## src/rtl/demux_rr_dispatcher_if.sv

```systemverilog
// demux_rr_dispatcher_if: stream-in / four-channel demux-out bundle of the round-robin dispatcher
interface demux_rr_dispatcher_if #(
    parameter int DATA_W = 8
);
    logic [3:0]        en;
    logic              in_valid;
    logic [DATA_W-1:0] in_data;
    logic              in_ready;
    logic [3:0]        out_ready;
    logic [3:0]        out_valid;
    logic [DATA_W-1:0] out_data;
    logic [1:0]        sel;
    logic              busy;
    modport master (
        output en, in_valid, in_data, out_ready,
        input  in_ready, out_valid, out_data, sel, busy
    );
    modport slave (
        input  en, in_valid, in_data, out_ready,
        output in_ready, out_valid, out_data, sel, busy
    );
endinterface

```

## src/rtl/demux_rr_dispatcher.sv

```systemverilog
// demux_rr_dispatcher: round-robin burst sequencing of one stream onto a 1:4 demux with a one-word hold stage
module demux_rr_dispatcher #(
    parameter int DATA_W = 8,
    parameter int BURST  = 4
) (
    input logic                 clk,
    input logic                 rst,
    demux_rr_dispatcher_if.slave bus
);
    typedef enum logic {IDLE, RUN} state_t;
    state_t            state;
    logic [1:0]        cur_ch;
    logic [1:0]        nxt_ch;
    logic [3:0]        cnt;
    logic              hold_valid;
    logic [1:0]        hold_ch;
    logic [DATA_W-1:0] hold_data;
    logic              accept;
    logic              deliver;
    logic              last;
    always_comb state = (bus.en != 4'b0) ? RUN : IDLE;
    // descending scan so the nearest enabled successor wins; falls back to cur_ch
    always_comb begin
        nxt_ch = cur_ch;
        for (int k = 3; k >= 1; k--)
            if (bus.en[cur_ch + 2'(k)]) nxt_ch = cur_ch + 2'(k);
    end
    always_comb begin
        deliver      = hold_valid && bus.out_ready[hold_ch];
        bus.in_ready = !rst && state == RUN && bus.en[cur_ch] && (!hold_valid || bus.out_ready[hold_ch]);
        accept       = bus.in_valid && bus.in_ready;
        last         = cnt == 4'(BURST - 1);
    end
    always_ff @(posedge clk) begin
        if (rst) begin
            hold_valid <= 1'b0;
            hold_ch    <= 2'd0;
            hold_data  <= '0;
            cur_ch     <= 2'd0;
            cnt        <= 4'd0;
        end else if (accept) begin
            hold_valid <= 1'b1;
            hold_ch    <= cur_ch;
            hold_data  <= bus.in_data;
            cur_ch     <= last ? nxt_ch : cur_ch;
            cnt        <= last ? 4'd0 : cnt + 4'd1;
        end else begin
            if (deliver) hold_valid <= 1'b0;
            // a disabled current channel is skipped at the cost of one dead cycle
            if (state == RUN && !bus.en[cur_ch]) begin
                cur_ch <= nxt_ch;
                cnt    <= 4'd0;
            end
        end
    end
    always_comb begin
        bus.out_valid = hold_valid ? 4'(4'b0001 << hold_ch) : 4'b0000;
        bus.sel       = hold_ch;
        bus.out_data  = hold_data;
        bus.busy      = hold_valid;
    end
endmodule

```

## src/flat_wrapper.sv

```systemverilog
// flat-port wrapper written by rule: the top's interface ports become plain ports
module demux_rr_dispatcher_flat 
#(
    parameter int DATA_W = 8,
    parameter int BURST  = 4
)
  (clk, rst, bus_en, bus_in_valid, bus_in_data, bus_out_ready, bus_in_ready, bus_out_valid, bus_out_data, bus_sel, bus_busy);
  demux_rr_dispatcher_if #(.DATA_W(DATA_W)) bus_i ();
  input logic clk;
  input logic rst;
  input wire logic [$bits(bus_i.en)-1:0] bus_en;
  input wire logic [$bits(bus_i.in_valid)-1:0] bus_in_valid;
  input wire logic [$bits(bus_i.in_data)-1:0] bus_in_data;
  input wire logic [$bits(bus_i.out_ready)-1:0] bus_out_ready;
  output wire logic [$bits(bus_i.in_ready)-1:0] bus_in_ready;
  output wire logic [$bits(bus_i.out_valid)-1:0] bus_out_valid;
  output wire logic [$bits(bus_i.out_data)-1:0] bus_out_data;
  output wire logic [$bits(bus_i.sel)-1:0] bus_sel;
  output wire logic [$bits(bus_i.busy)-1:0] bus_busy;
  assign bus_i.en = bus_en;
  assign bus_i.in_valid = bus_in_valid;
  assign bus_i.in_data = bus_in_data;
  assign bus_i.out_ready = bus_out_ready;
  assign bus_in_ready = bus_i.in_ready;
  assign bus_out_valid = bus_i.out_valid;
  assign bus_out_data = bus_i.out_data;
  assign bus_sel = bus_i.sel;
  assign bus_busy = bus_i.busy;
  demux_rr_dispatcher #(.DATA_W(DATA_W), .BURST(BURST)) u_core (.clk(clk), .rst(rst), .bus(bus_i));
endmodule
```

## config.mk

```make
export PLATFORM = sky130hd
export DESIGN_NAME = demux_rr_dispatcher_flat
export DESIGN_NICKNAME = d
export VERILOG_FILES = /design/src/rtl/demux_rr_dispatcher_if.sv /design/src/rtl/demux_rr_dispatcher.sv /design/src/flat_wrapper.sv
export SDC_FILE = /design/constraint.sdc
export NUM_CORES = 1
export LEC_CHECK = 0
export ABC_AREA = 1
export ABC_CLOCK_PERIOD_IN_PS = 1950
export CORE_MARGIN = 2
export CORE_UTILIZATION = 43
export DETAILED_ROUTE_END_ITERATION = 12
export GPL_TIMING_DRIVEN = 0
export PLACE_DENSITY = 0.77
export SLEW_MARGIN = 20
export SYNTH_ARGS = -nofsm -noshare
export SYNTH_HDL_FRONTEND = slang
export SYNTH_SLANG_ARGS = --single-unit
```

## constraint.sdc

```tcl
create_clock -name clk -period 1.95 [get_ports clk]
set_clock_uncertainty 0.15 [all_clocks]
set_input_delay 0.39 -clock clk [delete_from_list [all_inputs] [get_ports clk]]
set_output_delay 0.39 -clock clk [all_outputs]
set_load 0.02 [all_outputs]
```

==> results of run 1 <==
## report_power, final
part / switching, mW / internal, mW
logic: 0.401 / 0.291
registers: 0.0446 / 0.400
clock network: 0.116 / 0.0765
total: 0.561 / 0.768
## routing by layer
layer | up-vias | routed length, um | global-route usage (%)
met5 | - | 0 | 0
met4 | 0 | 53 | 9.72
met3 | 5 | 73 | 1.79
met2 | 23 | 1150 | 31.8
met1 | 447 | 995 | 22.9
li1 | 525 | - | -
## worst paths after layout
kind	to	slack [ns]	cells past startpoint
max	bus_in_ready	-0.03	8
min	u_core.bus.out_data[1]	0.19	2
max reg2reg	u_core.cur_ch[1]	0.28	9
min reg2reg	u_core.bus.out_data[1]	0.32	2
## worst max-delay path: cells and delay by family (launching register included)
kind	cells	cell delay, ns
buffers and inverters	3	0.30
AND/OR/NAND/NOR	5	0.50
flip-flops	1	0.33
## metrics by stage
step	total power [mW]	hold slack, ns
after floorplan	0.890	0.297
after global placement	1.06	0.301
after detailed placement	1.08	0.305
after CTS	1.27	0.320
after global routing	1.44	0.195
final	1.33	0.190
## state kept, by name (all words and copies together), names as in the netlist
name,flops
u_core.bus.out_data,8
u_core.bus.sel,2
u_core.cnt,4
u_core.bus.busy,1
u_core.cur_ch,2
## layout by cell type, fill, tap and decap left out, types with 2 or more instances in the layout
cell type / n
nand3_4: 2
a21oi_1: 17
nor3_1: 4
clkbuf_4: 3
inv_2: 3
nand2_2: 3
nor2_1: 7
dlymetal6s2s_1: 5
nand3_1: 3
dfxtp_2: 3
buf_6: 2
clkbuf_2: 2
dfxtp_1: 14
nand2_1: 52
nand3_2: 2
o21ai_0: 6
buf_4: 4
inv_1: 7
clkdlybuf4s50_1: 24
## logic make-up (layout without fill, tap and decap cells)
family | Yosys count | after routing | share of synthesized area (%)
AOI/OAI and AO/OA | 24 | 24 | 13.5
DFF | 17 | 17 | 37.0
and+or+nand+nor | 80 | 80 | 39.1
xor gates and xnor gates | 2 | 2 | 1.91
adders and majority gates | 1 | 1 | 1.36
buffers and inverters | 14 | 55 | 7.21
## layout make-up
cell class	count	area [sq um]	share of cell area [%]
tap	27	33.8	2.45
multi-input combinational	107	541	39.2
clock buffer	3	22.5	1.63
clock inverter	1	5.00	0.363
inverter	11	46.3	3.35
sequential	17	344	24.9
buffer	3	22.5	1.63
timing repair buffer	37	365	26.5
## what timing repair did
item	4_1_cts	5_1_grt
gates resized for setup	9	24
setup endpoints to repair	5	5
setup buffers	0	3
cloned	0	0
hold endpoints to repair	0	0
pin swaps	0	3
==> flow_metrics.env, run 1 <==
export IMPL_async_flop_share_pct=0
export IMPL_synth_edff_count=0
export IMPL_yosysSeqAreaShare_pct=37.0
export IMPL_violations="setup timing"
export IMPL_port_buffers=34
export IMPL_grt_pass1_vias=868
export IMPL_fmax_ghz=0.505
export IMPL_cp_max_fo=9
export IMPL_routabilityCongestion=0.810
export IMPL_route_detailed_drc=0
export IMPL_drv_slew=0
export IMPL_power_leakage_nw=0.617
export IMPL_synth_area_top_cells="dfxtp_1, nand2_1, a21oi_1"
export IMPL_cts_tree="yes"
export IMPL_numClockSinks=17
export IMPL_critPathLaunchType="register"
export IMPL_ys_flop_type="dfxtp_1"
export IMPL_boundaryPins=35
export IMPL_clkLatencyLatePin_ns=0.30
export IMPL_rows=16
export IMPL_htreeDepth=1
export IMPL_crit_arrival_ns=1.44
export IMPL_synth_seq_cells=17
export IMPL_grt_total_usage_pct=18.6
export IMPL_grt_remaining_overflow=0
export IMPL_tightest_slew_ns=0.451
export IMPL_pre_cts_ws_ns=-0.625
export IMPL_drive_gt1_share_pct=17.3
export IMPL_ir_worst_vdd_mv=0.608
export IMPL_ctsHoldBuffers=0
export IMPL_antenna_found_initial=0
export IMPL_cts_made_buffers=3
export IMPL_yosys_area_top_type="dfxtp_1"
export IMPL_min_period_ns=1.98
export IMPL_setup_slack_ns=-0.0310
export IMPL_clockBufferDepth=2
export IMPL_fin_area_sq_um=1380
export IMPL_synth_top_area_share_pct=37.0
export IMPL_cp_end_kind="output pin"
export IMPL_wl_um=2280
export IMPL_worstPathRequired_ns=1.41
export IMPL_hold_viol=0
export IMPL_startpoint="u_core.cur_ch[0]"
export IMPL_status="finished with violations"
export IMPL_vias_per_cell=4.85
export IMPL_netlist_instances=138
export IMPL_drt_iter0_drc=12
export IMPL_wire_per_inst_um=11.0
export IMPL_final_util_pct=69.6
export IMPL_synthTopCellsByCount="nand2_1, a21oi_1, dfxtp_1"
export IMPL_grt_max_degree=11
export IMPL_cap_violations=0
export IMPL_clkTransAtPathRegs_ns=0.10
export IMPL_syn_area_sq_um=920
export IMPL_n_antenna_cell=0
export IMPL_syn_to_final_growth_pct=50.1
export IMPL_cts_root_buffer="clkbuf_4"
export IMPL_start_util_pct=46.4
export IMPL_fin_cells=206
export IMPL_holdCritPathClass="in -> reg"
export IMPL_yosysMostFrequentCell="nand2_1"
export IMPL_fin_nets=200
export IMPL_die_y_um=50.2
export IMPL_placed_area_sq_um=1290
export IMPL_finalSetupTns_ns=-0.0310
export IMPL_crit_chain="buf_6, inv_6, nand2_2, nand3_2, nand2_2, nor2_4, and2_4, buf_6"
export IMPL_fill_cells=186
export IMPL_antenna_left=0
export IMPL_holdCritStartpoint="rst"
export IMPL_vias=1000
export IMPL_timing_rr_start="u_core.cnt[0]"
export IMPL_dr_pass1_iters=4
export IMPL_fp_coreArea_sq_um=1980
export IMPL_dieArea_sq_um=2520
export IMPL_die_w_um=50.2
export IMPL_relSlewSlack_pct=69.9
export IMPL_setup_viol=1
export IMPL_grt_pass1_wl_um=3620
export IMPL_place_inst=199
export IMPL_synth_nets=158
export IMPL_cpPeakStageDelay_ns=0.33
export IMPL_finalCritPeriodShare_pct=102
export IMPL_worst_setup_path_type="reg -> out"
export IMPL_rsz0062_at_grt="true"
export IMPL_syn_area_per_cell_sq_um=6.66
export IMPL_synthDistinctLibCells=26
export IMPL_hpwl_um=1680
export IMPL_powerDensity_nw_per_um2=963
export IMPL_yosysWarnings=0
export IMPL_cp_slowest_cell="dfxtp_2"
Note: power is estimated with default switching activity, not from simulation.
==> run 2, diff against run 1 <==
CAP_MARGIN = 10   (was unset)
CORE_MARGIN = unset   (was 2)
GPL_ROUTABILITY_DRIVEN = 1   (was unset)
==> run 2 against run 1 <==
The run now ends clean; final area rose by 3.5%; register-to-register slack got worse by 0.06 ns; worst hold slack improved by 0.018 ns; largest cell class unchanged; largest power group unchanged; highest routed layer unchanged.
==> flow_metrics.env, run 2 (synthesis results as in run 1) <==
export IMPL_status="finished, final reports clean"
export IMPL_relSlewSlack_pct=69.9
export IMPL_grt_pass1_wl_um=3340
export IMPL_fin_nets=205
export IMPL_die_w_um=48.2
export IMPL_wl_um=2370
export IMPL_antenna_found_initial=0
export IMPL_min_period_ns=1.91
export IMPL_hpwl_um=1700
export IMPL_worst_hold_slack_ns=0.208
export IMPL_numClockSinks=17
export IMPL_clkTransAtPathRegs_ns=0.10
export IMPL_drt_iter0_drc=16
export IMPL_cp_end_kind="output pin"
export IMPL_n_antenna_cell=0
export IMPL_drv_slew=0
export IMPL_largest_reg_flops=8
export IMPL_worstPathRequired_ns=1.41
export IMPL_route_detailed_drc=0
export IMPL_ir_worst_vdd_mv=0.622
export IMPL_fp_coreArea_sq_um=1980
export IMPL_dr_pass1_iters=6
export IMPL_htreeDepth=1
export IMPL_crit_arrival_ns=1.37
export IMPL_placed_area_sq_um=1290
export IMPL_start_util_pct=46.4
export IMPL_dieArea_sq_um=2330
export IMPL_rsz0062_at_grt="true"
export IMPL_wire_per_inst_um=11.2
export IMPL_cts_root_buffer="clkbuf_4"
export IMPL_hold_viol=0
export IMPL_clkLatencyLatePin_ns=0.28
export IMPL_die_y_um=48.2
export IMPL_vias=1021
export IMPL_critPathLaunchType="register"
export IMPL_holdCritPathClass="in -> reg"
export IMPL_fmax_ghz=0.523
export IMPL_grt_total_usage_pct=20.3
export IMPL_cp_max_fo=5
export IMPL_finalCritPeriodShare_pct=98.0
export IMPL_vias_per_cell=4.84
export IMPL_routabilityCongestion=0.821
export IMPL_drive_gt1_share_pct=19.0
export IMPL_clockBufferDepth=2
export IMPL_grt_pass1_vias=811
export IMPL_cap_violations=0
export IMPL_grt_remaining_overflow=0
export IMPL_worst_setup_path_type="reg -> out"
export IMPL_final_util_pct=72.1
export IMPL_power_leakage_nw=0.653
export IMPL_fin_area_sq_um=1430
export IMPL_cts_tree="yes"
export IMPL_tightest_slew_ns=0.452
export IMPL_ctsHoldBuffers=0
export IMPL_setup_viol=0
export IMPL_boundaryPins=35
export IMPL_antenna_left=0
export IMPL_final_common_cell="nand2_1"
export IMPL_port_buffers=34
export IMPL_cts_made_buffers=3
export IMPL_grt_max_degree=11
export IMPL_rows=16
export IMPL_syn_to_final_growth_pct=55.4
export IMPL_powerDensity_nw_per_um2=969
export IMPL_layout_common_cells="nand2_1, clkdlybuf4s50_1, a21oi_1"
run 2: cell types whose count changed in the layout (fill, tap and decap cells not counted):
| cell | before | now |
|---|---|---|
| buf_4 | 4 | 8 |
| dlygate4sd2_1 | 1 | 2 |
| clkdlybuf4s15_1 | 1 | 2 |
| clkbuf_1 | 1 | 2 |
| dlymetal6s2s_1 | 5 | 6 |
| clkinv_2 | 1 | 0 |
| dlygate4sd1_1 | 0 | 1 |
| buf_2 | 0 | 1 |
| clkdlybuf4s50_1 | 24 | 22 |
| nand2_2 | 3 | 5 |
| nand2_1 | 52 | 50 |
| clkbuf_2 | 2 | 0 |
run 2: final timing paths:
check                          from                      to  slack [ns]  cells past startpoint
min                             rst  u_core.bus.out_data[1]        0.21                      2
max reg2reg           u_core.cnt[0]        u_core.cur_ch[1]        0.22                      9
max                u_core.cur_ch[0]            bus_in_ready        0.04                      8
min reg2reg  u_core.bus.out_data[0]  u_core.bus.out_data[0]        0.32                      2
run 2: critical path: stages (launching register included):
cell and delay, ns:
dfxtp_2 0.34, buf_6 0.13, inv_6 0.06, nand2_4 0.05, nand3_2 0.07, nand2_2 0.08
nor2_4 0.12, and2_4 0.14, buf_6 0.10
run 2: area by class of cell:
cell class | instances | area [sq um]
sequential | 17 | 344
buffer | 3 | 22.5
fill | 177 | 553
tap | 27 | 33.8
inverter | 11 | 46.3
clock buffer | 4 | 26.3
multi-input combinational | 107 | 546
timing repair buffer | 42 | 410
run 2: repair_timing:
item | 4_1_cts | 5_1_grt
resized for setup | 10 | 24
gates cloned | 0 | 1
buffers inserted | 0 | 7
pin swaps | 0 | 5
setup endpoints to repair | 5 | 3
run 2: layer usage:
metal	vias to the layer above	global-route usage, %	share of wire [%]
met2	21	33.9	53
met3	6	2.96	3.6
met4	0	6.67	1.9
li1	534	-	-
met5	-	0	0
met1	460	26.7	42
run 2: per-stage QoR:
stage,instances,worst slack [ns],setup TNS [ns],power (mW)
global route,211,-0.0254,-0.0254,1.49
CTS,203,-0.139,-0.139,1.27
finish,211,0.0391,0,1.38
floorplan,138,0.302,0,0.890
global placement,199,-0.598,-1.09,1.06
detailed placement,199,-0.630,-1.89,1.09
run 2: report_power, final:
part	internal (mW)	total (mW)	switching [mW]
logic	0.319	0.748	0.429
clock network	0.0792	0.186	0.107
registers	0.400	0.451	0.0504
total	0.798	1.38	0.586
==> run 3, diff against run 2 <==
--- a/constraint.sdc
+++ b/constraint.sdc
@@ -3,3 +3,3 @@
 set_input_delay 0.39 -clock clk [delete_from_list [all_inputs] [get_ports clk]]
 set_output_delay 0.39 -clock clk [all_outputs]
-set_load 0.02 [all_outputs]
+set_load 0.01 [all_outputs]
==> run 3 against run 2 <==
Flip-flop and latch count unchanged; final area decreased by 5.0%; worst hold slack improved by 0.11 ns; non-clock buffer count decreased by 4; largest cell class unchanged; critical endpoint unchanged; highest routed layer unchanged; register-to-register slack improved by 0.02 ns; count of clock-buffer cells in the layout unchanged; first-iteration DRC count decreased by 19%; via count decreased by 2.0%; core utilization decreased by 3.6 points; clock power about the same.
==> flow_metrics.env, run 3 (synthesis results as in run 1) <==
export IMPL_drt_iter0_drc=13
export IMPL_tightest_slew_ns=0.465
export IMPL_numClockSinks=17
export IMPL_holdCritPathClass="reg -> reg"
export IMPL_vias=1001
export IMPL_die_w_um=48.2
export IMPL_holdCritStartpoint="u_core.bus.out_data[0]"
export IMPL_htreeDepth=1
export IMPL_cts_tree="yes"
export IMPL_p_int_uw=773
export IMPL_hpwl_um=1700
export IMPL_startpoint="bus_out_ready[0]"
export IMPL_grt_pass1_wl_um=3400
export IMPL_setup_viol=0
export IMPL_fill_cells=186
export IMPL_grt_total_usage_pct=20.7
export IMPL_cap_violations=0
export IMPL_n_antenna_cell=0
export IMPL_drv_slew=0
export IMPL_boundaryPins=35
export IMPL_crit_arrival_ns=1.33
export IMPL_final_util_pct=68.5
export IMPL_largest_reg_flops=8
export IMPL_fmax_ghz=0.533
export IMPL_ir_worst_vdd_mv=0.621
export IMPL_drive_gt1_share_pct=16.1
export IMPL_die_y_um=48.2
export IMPL_status="finished, final reports clean"
export IMPL_routabilityCongestion=0.821
export IMPL_grt_remaining_overflow=0
export IMPL_rsz0062_at_grt="false"
export IMPL_hold_viol=0
export IMPL_worstPathRequired_ns=1.41
export IMPL_ctsHoldBuffers=0
export IMPL_power_leakage_nw=0.605
export IMPL_critPathLaunchType="input pin"
export IMPL_swShare_pct=40.7
export IMPL_fin_area_sq_um=1360
export IMPL_dieArea_sq_um=2330
export IMPL_port_buffers=34
export IMPL_cts_root_buffer="clkbuf_4"
export IMPL_final_common_cell="nand2_1"
export IMPL_relSlewSlack_pct=69.0
export IMPL_grt_max_degree=11
export IMPL_grt_pass1_vias=816
export IMPL_finalSetupTns_ns=0
export IMPL_worst_hold_slack_ns=0.316
export IMPL_route_detailed_drc=0
export IMPL_vias_per_cell=4.84
export IMPL_wire_per_inst_um=10.9
export IMPL_finalCritPeriodShare_pct=96.1
export IMPL_p_switching_uw=531
export IMPL_worst_setup_path_type="in -> out"
export IMPL_wl_um=2250
export IMPL_clkPwrFrac_pct=14.2
export IMPL_clkTransAtPathRegs_ns=0.10
export IMPL_start_util_pct=46.4
export IMPL_dr_pass1_iters=4
export IMPL_pwr_share_seq_pct=34.3
export IMPL_cp_max_fo=2
export IMPL_clkLatencyLatePin_ns=0.28
export IMPL_clockBufferDepth=2
export IMPL_powerDensity_nw_per_um2=960
export IMPL_fin_nets=201
export IMPL_antenna_left=0
export IMPL_placed_area_sq_um=1290
export IMPL_cts_made_buffers=3
export IMPL_syn_to_final_growth_pct=47.6
export IMPL_layout_common_cells="nand2_1, clkdlybuf4s50_1, a21oi_1"
export IMPL_timing_rr_start="u_core.cnt[0]"
export IMPL_cp_end_kind="output pin"
export IMPL_fp_coreArea_sq_um=1980
export IMPL_antenna_found_initial=0
export IMPL_rows=16
export IMPL_combPwrFrac_pct=51.4
export IMPL_min_period_ns=1.87
## run 3: worst paths after layout
check                            to  slack, ns  depth (start not counted)
max                    bus_in_ready       0.08                          7
min          u_core.bus.out_data[0]       0.32                          2
max reg2reg        u_core.cur_ch[1]       0.24                          9
min reg2reg  u_core.bus.out_data[0]       0.32                          2
## run 3: layout make-up
| class | count | area [sq um] | share of cell area, % |
|---|---|---|---|
| well taps | 27 | 33.8 | 2.49 |
| clock buffers | 4 | 26.3 | 1.94 |
| flip-flops and latches | 17 | 345 | 25.4 |
| plain buffers | 3 | 22.5 | 1.66 |
| repair buffers | 38 | 363 | 26.7 |
| multi-input cells | 107 | 523 | 38.5 |
| inverters | 11 | 43.8 | 3.23 |
## run 3: layer usage
layer  vias to the layer above  share of wire [%]  global-route usage (%)
li1                        528                  -                       -
met1                       444                 43                    27.1
met2                        25                 52                    34.9
met3                         4                3.9                    2.96
met4                         0                1.0                    6.67
met5                         -                  0                       0
## run 3: metrics by stage
| step | instances | power (mW) | setup slack, ns |
|---|---|---|---|
| global placement | 199 | 1.04 | -0.530 |
| finish | 207 | 1.30 | 0.0752 |
| detailed placement | 199 | 1.06 | -0.562 |
| CTS | 205 | 1.26 | -0.0728 |
| floorplan | 138 | 0.863 | 0.424 |
| global route | 207 | 1.41 | 0.00491 |
## run 3: power by group through the flow
stage	logic, mW	registers (mW)	clock network, mW
global placement	0.592	0.443	0
global route	0.748	0.454	0.206
CTS	0.629	0.440	0.191
floorplan	0.413	0.450	0
detailed placement	0.618	0.446	0
finish	0.670	0.448	0.186
## run 3: what timing repair did
item,in CTS,in global routing
setup buffers,2,1
setup endpoints to repair,5,1
pin swaps,2,5
cloned,0,1
gates resized for setup,15,9
## run 3: critical path, stage by stage
cell	delay, ns
clkdlybuf4s50_1	0.40
nand2_1	0.07
nand2_1	0.04
nand2_1	0.06
nand3_2	0.09
and2_4	0.17
buf_6	0.11
